## config.mk

```make
export PLATFORM = sky130hd
export DESIGN_NAME = cbx_param_dbuf
export DESIGN_NICKNAME = d
export VERILOG_FILES = /design/src/rtl/cbx_param_dbuf_pkg.sv /design/src/rtl/cbx_param_dbuf_ipin_mux.sv /design/src/rtl/cbx_param_dbuf.sv
export SDC_FILE = /design/constraint.sdc
export NUM_CORES = 1
export LEC_CHECK = 0
export CELL_PAD_IN_SITES_DETAIL_PLACEMENT = 0
export CELL_PAD_IN_SITES_GLOBAL_PLACEMENT = 2
export CORE_UTILIZATION = 24
export CTS_CLUSTER_DIAMETER = 80
export DETAILED_ROUTE_END_ITERATION = 6
export HOLD_SLACK_MARGIN = 0.03
export PLACE_DENSITY = 0.83
export SKIP_CTS_REPAIR_TIMING = 1
export SYNTH_ARGS = -nofsm -noshare
export SYNTH_HDL_FRONTEND = slang
export SYNTH_SLANG_ARGS = --single-unit
```

## constraint.sdc

```tcl
create_clock -name prog_clk -period 1.41 [get_ports prog_clk]
set_clock_uncertainty 0.15 [all_clocks]
set_input_delay 0.282 -clock prog_clk [delete_from_list [all_inputs] [get_ports prog_clk]]
set_output_delay 0.282 -clock prog_clk [all_outputs]
set_load 0.02 [all_outputs]
```

## src/rtl/cbx_param_dbuf_pkg.sv

```systemverilog
// cb_pkg: shared helpers for the parametrised X-channel connection block.
//   cb_clog2       - constant ceil(log2(v)), 0 for v <= 1
//   cb_track_idx   - channel track feeding mux input pair k of pin i
//   cb_mux_size_ok - legality of MUX_SIZE against CHAN_W
//   cb_sel_w_ok    - legality of the derived select width
package cb_pkg;

  function automatic int cb_clog2(input int v);
    int r;
    int x;
    r = 0;
    x = v - 1;
    for (int n = 0; n < 32; n++) begin
      if (x > 0) begin
        r = r + 1;
        x = x >> 1;
      end
    end
    return r;
  endfunction

  function automatic int cb_track_idx(input int i, input int k,
                                      input int stride, input int chan_w);
    return (i + k * stride) % chan_w;
  endfunction

  function automatic bit cb_mux_size_ok(input int mux_size, input int chan_w);
    return ((mux_size % 2) == 0) && (mux_size >= 2) && (mux_size <= 2 * chan_w);
  endfunction

  function automatic bit cb_sel_w_ok(input int sel_w);
    return sel_w >= 1;
  endfunction

endpackage

```

## src/rtl/cbx_param_dbuf_ipin_mux.sv

```systemverilog
// cb_ipin_mux: one grid-pin input mux with an output gate.
//   i_in  [MUX_SIZE-1:0] - mux candidates (even = left track, odd = right track)
//   i_sel [SEL_W-1:0]    - select; values >= MUX_SIZE drive 0
//   i_en                 - gate; pin is held at 0 while low
//   o_out                - selected pin value (combinational)
module cb_ipin_mux #(
  parameter int MUX_SIZE = 6,
  parameter int SEL_W    = 3
) (
  input  logic [MUX_SIZE-1:0] i_in,
  input  logic [SEL_W-1:0]    i_sel,
  input  logic                i_en,
  output logic                o_out
);

  // Explicit compare per input so out-of-range selects fall through to 0.
  always_comb begin
    o_out = 1'b0;
    for (int j = 0; j < MUX_SIZE; j++) begin
      if (i_en && (i_sel == SEL_W'(j))) begin
        o_out = i_in[j];
      end
    end
  end

endmodule

```

## src/rtl/cbx_param_dbuf.sv

```systemverilog
// cbx_param_dbuf: parametrised X-channel connection block with a
// double-buffered configuration chain.
//   prog_clk, prog_reset        - config clock, synchronous active-high reset
//   chanx_left_in/right_in      - channel tracks in
//   chanx_left_out/right_out    - pass-through of the opposite side
//   ipin_out                    - grid pin outputs (gated until first commit)
//   ccff_en, ccff_head          - shadow chain shift enable / serial in
//   ccff_tail                   - last shadow bit (serial out)
//   cfg_commit, cfg_parity      - commit request, expected shadow parity
//   cfg_full, cfg_valid, cfg_err- chain full, config valid, sticky reject
// Optional build macro: CB_CFG_PARITY_EN adds a shadow parity check on commit;
// without it cfg_parity is ignored.
module cbx_param_dbuf
  import cb_pkg::*;
#(
  parameter int CHAN_W       = 9,
  parameter int NUM_IPIN     = 4,
  parameter int MUX_SIZE     = 6,
  parameter int TRACK_STRIDE = 4
) (
  input  logic                prog_clk,
  input  logic                prog_reset,
  input  logic [CHAN_W-1:0]   chanx_left_in,
  input  logic [CHAN_W-1:0]   chanx_right_in,
  output logic [CHAN_W-1:0]   chanx_left_out,
  output logic [CHAN_W-1:0]   chanx_right_out,
  output logic [NUM_IPIN-1:0] ipin_out,
  input  logic                ccff_en,
  input  logic                ccff_head,
  output logic                ccff_tail,
  input  logic                cfg_commit,
  input  logic                cfg_parity,
  output logic                cfg_full,
  output logic                cfg_valid,
  output logic                cfg_err
);

  localparam int SEL_W   = cb_clog2(MUX_SIZE);
  localparam int CFG_LEN = NUM_IPIN * SEL_W;
  localparam int CNT_W   = cb_clog2(CFG_LEN + 1);

  if (!cb_mux_size_ok(MUX_SIZE, CHAN_W)) begin : g_bad_mux_size
    $error("cbx_param_dbuf: MUX_SIZE must be even and within 2..2*CHAN_W");
  end
  if (!cb_sel_w_ok(SEL_W)) begin : g_bad_sel_w
    $error("cbx_param_dbuf: SEL_W must be at least 1");
  end

  // Ascending ranges so index 0 is the first chain stage and, within each
  // pin field, the lowest index is the select MSB.
  logic [0:CFG_LEN-1] r_sh;
  logic [0:CFG_LEN-1] r_act;
  logic [CNT_W-1:0]   r_cnt;
  logic               r_valid;
  logic               r_err;

  logic w_full;
  logic w_par_ok;
  logic w_accept;

  assign chanx_left_out  = chanx_right_in;
  assign chanx_right_out = chanx_left_in;

  assign w_full = (r_cnt == CNT_W'(CFG_LEN));

`ifdef CB_CFG_PARITY_EN
  assign w_par_ok = ((^r_sh) == cfg_parity);
`else
  logic w_unused_parity;
  assign w_unused_parity = cfg_parity;
  assign w_par_ok        = 1'b1;
`endif

  assign w_accept = cfg_commit && w_full && w_par_ok;

  always_ff @(posedge prog_clk) begin
    if (prog_reset) begin
      r_sh    <= '0;
      r_act   <= '0;
      r_cnt   <= '0;
      r_valid <= 1'b0;
      r_err   <= 1'b0;
    end else begin
      if (ccff_en) begin
        r_sh <= {ccff_head, r_sh[0:CFG_LEN-2]};
      end
      // Commit samples the pre-edge shadow; a coincident shift counts as
      // the first shift of the next load.
      if (w_accept) begin
        r_act   <= r_sh;
        r_valid <= 1'b1;
        r_cnt   <= ccff_en ? CNT_W'(1) : '0;
      end else if (ccff_en && !w_full) begin
        r_cnt <= r_cnt + CNT_W'(1);
      end
      if (cfg_commit && !w_accept) begin
        r_err <= 1'b1;
      end
    end
  end

  assign ccff_tail = r_sh[CFG_LEN-1];
  assign cfg_full  = w_full;
  assign cfg_valid = r_valid;
  assign cfg_err   = r_err;

  for (genvar i = 0; i < NUM_IPIN; i++) begin : g_pin
    logic [MUX_SIZE-1:0] w_mux_in;
    logic [SEL_W-1:0]    w_sel;

    for (genvar k = 0; k < MUX_SIZE / 2; k++) begin : g_pair
      localparam int T = cb_track_idx(i, k, TRACK_STRIDE, CHAN_W);
      assign w_mux_in[2*k]   = chanx_left_in[T];
      assign w_mux_in[2*k+1] = chanx_right_in[T];
    end

    assign w_sel = r_act[i*SEL_W +: SEL_W];

    cb_ipin_mux #(
      .MUX_SIZE (MUX_SIZE),
      .SEL_W    (SEL_W)
    ) u_mux (
      .i_in  (w_mux_in),
      .i_sel (w_sel),
      .i_en  (r_valid),
      .o_out (ipin_out[i])
    );
  end

endmodule

```

==> metrics.yaml <==
synth.distinct_cells: 30
clock-sinks: 30
crit_required_ps: 980
path_clk_slew_ps: 60
synth_common_cells: "nand2_1, dfxtp_1, buf_4, mux2i_1, nor2_1"
synth_area_leaders: "dfxtp_1, buf_4, mux2i_1"
die_height_um: 82.2
clk_latency_ps: 270
die_w_um: 82.2
cp_max_fo: 2
report.final.slew_viol_count: 0
synthMostInstantiatedCell: "nand2_1"
synthCells: 171
r2r_slack_ps: 0
drtIter0Drc: 35
hold_depth: 2
clock_path_buffers: 2
comb_power_share: 0.159
grt_max_degree: 20
drive_gt1_frac: 0.418
power_density_mw_per_mm2: 755
first_pass_iters: 4
synth-warning-count: 0
numCtsBuffers: 5
place.gp.congestion: 0.751
synth.avg_cell_area_um2: 9.04
coreArea_mm2: 0.00606
io_pins: 50
yosys_most_used_dff: "dfxtp_1"
synth_area_leader_cell: "dfxtp_1"
min_path_type: "flip-flop to flip-flop"
setup.worst_path.start: "r_act[5]$_SDFFE_PP0P_"
slowest_delay_ps: 480
r2r-end: "r_act[3]$_SDFFE_PP0P_"
grt_pass1_wl_um: 5130
fin_nets: 251
path_cells: "mux4_2 > nand3b_1 > o31ai_2 > buf_2"
timing.hold.ws_ps: 324
slowest_stage: "mux4_2"
r2r_cells: 8
p_seq_frac: 0.482
rsz0062_at_grt: "yes"
synth_nets: 197
synth-edff-count: 0
first_global_vias: 1131
fin_ws_ps: -444
track_usage: 0.101
drv_cap: 0
ir_drop_uv: 463
grt-ovfl-total: 0
power.switching_mw: 0.451
synth_seq_cells: 30
antenna_found_initial: 0
synth_area_mm2: 0.00155
post-dp-hpwl_um: 2430
synth_top_area_share: 0.389
slew_headroom: 0.829
area.growth.synth_to_final_pct: 53.8
timing.fmax_ghz: 0.539
rows: 28
async_flop_share: 0
route.met2.wl_um: 1570
wl_met3_um: 278
portBuffers: 48
pre_cts_ws_ps: -943
end_kind: "primary output"
worst_slew_pin_slew_ps: 256
start_util: 0.255
status: "finished, violations left"
worst-endpoint-arrival_ps: 1420
routedWlPerCell_um: 11.9
criticalPathCategory: "flip-flop to primary output"
cp-start-kind: "flip-flop"
ctsRootBufferMaster: "clkbuf_8"
power.internal_mw: 1.35
vias: 1326
hp-start: "cfg_err$_SDFFE_PP0P_"
r2r-start: "r_cnt[1]$_SDFFE_PP0P_"
die-area_mm2: 0.00676
hold_viol_final: 0
finalCritPeriodShare: 1.31
cts_tree: "yes"
top_layer_used: "met4"
antenna_left: 0
finalSetupViolCount: 6
min_period_ps: 1850
holdPathEnd: "cfg_err$_SDFFE_PP0P_"
violations: "setup timing"
fin_area_mm2: 0.00238
antenna_cells: 0
leakage_nw: 1.11
drt-met1-wl_um: 1720
drt-total-wl_um: 3580
place_area_mm2: 0.00211
seq_area_frac_synth: 0.389
avgViaCountPerCell: 4.42
clockPowerShare: 0.359
drc: 0
p_sw_frac: 0.251
htreeDepth: 2
[worst max-delay path, delay by kind of cell, from the launching register on]
family / cells / cell delay [ps]
mux: 1 / 480
flops: 1 / 340
simple gates: 1 / 110
compound gates: 1 / 60
buf+inv: 1 / 160
[stage by stage]
step	total power, mW	TNS, ps	util	std cells
floorplan	1.03	-533	-	171
global placement	1.16	-18350	0.348	289
detailed placement	1.16	-18540	0.348	289
CTS	1.82	-13660	0.361	296
global route	1.88	-2740	0.392	300
finish	1.80	-1890	0.392	300
[layout make-up]
| cell class | instances | area, um^2 |
|---|---|---|
| Tap cell | 75 | 93.8 |
| Sequential cell | 30 | 609 |
| Fill cell | 639 | 3680 |
| Inverter | 3 | 13.8 |
| Timing Repair Buffer | 76 | 727 |
| Clock inverter | 2 | 10.0 |
| Multi-Input combinational cell | 109 | 855 |
| Clock buffer | 5 | 68.8 |
[worst max-delay path by stage]
stage          slack, ps  cells past startpoint     endpoint
6_report            -440                      4  ipin_out[1]
5_1_grt             -540                      4  ipin_out[1]
4_1_cts             -950                      5  ipin_out[1]
3_5_place_dp        -940                      5  ipin_out[1]
3_3_place_gp        -950                      5  ipin_out[1]
2_1_floorplan       -130                      4  ipin_out[0]
[layout by cell type, fill, tap and decap left out, drive strengths merged]
cell type	n
nand2b	3
and3	2
a22oi	1
nand3b	4
nand3	1
nand4	2
inv	3
nand2	32
a21oi	14
and4	2
ha	2
and2b	1
mux4	4
mux2i	16
buf	33
nor2	15
a311oi	1
o31ai	4
nor4	1
dlymetal6s2s	23
clkinv	2
a211oi	1
clkdlybuf4s50	11
clkbuf	14
a211o	2
nor3	1
dfxtp	30
[power groups by stage]
stage | Clock (mW) | Sequential (mW) | Combinational (mW)
global route | 0.707 | 0.867 | 0.307
detailed placement | 0 | 0.883 | 0.280
floorplan | 0 | 0.887 | 0.144
CTS | 0.673 | 0.864 | 0.280
finish | 0.645 | 0.866 | 0.285
global placement | 0 | 0.883 | 0.280
[flip-flops by register name, indices dropped and copies added (netlist names)]
name	flops
r_cnt	4
r_sh	12
r_act	12
cfg_err	1
cfg_valid	1
[kinds of logic after synthesis]
logic type               Yosys count  share of synthesized area
multiplexers                      20                      0.162
flip-flops                        30                      0.389
buffers and inverters             33                      0.147
adder cells (fa/ha/maj)            2                     0.0162
AND/OR/NAND/NOR                   63                      0.194
AO/OA/AOI/OAI                     23                     0.0923
[layer usage]
| layer | vias up | GRT usage |
|---|---|---|
| met1 | 604 | 0.128 |
| met4 | 0 | 0.0368 |
| li1 | 678 | - |
| met5 | - | 0 |
| met2 | 42 | 0.157 |
| met3 | 2 | 0.0341 |
Power figures use the tool's default switching activity.
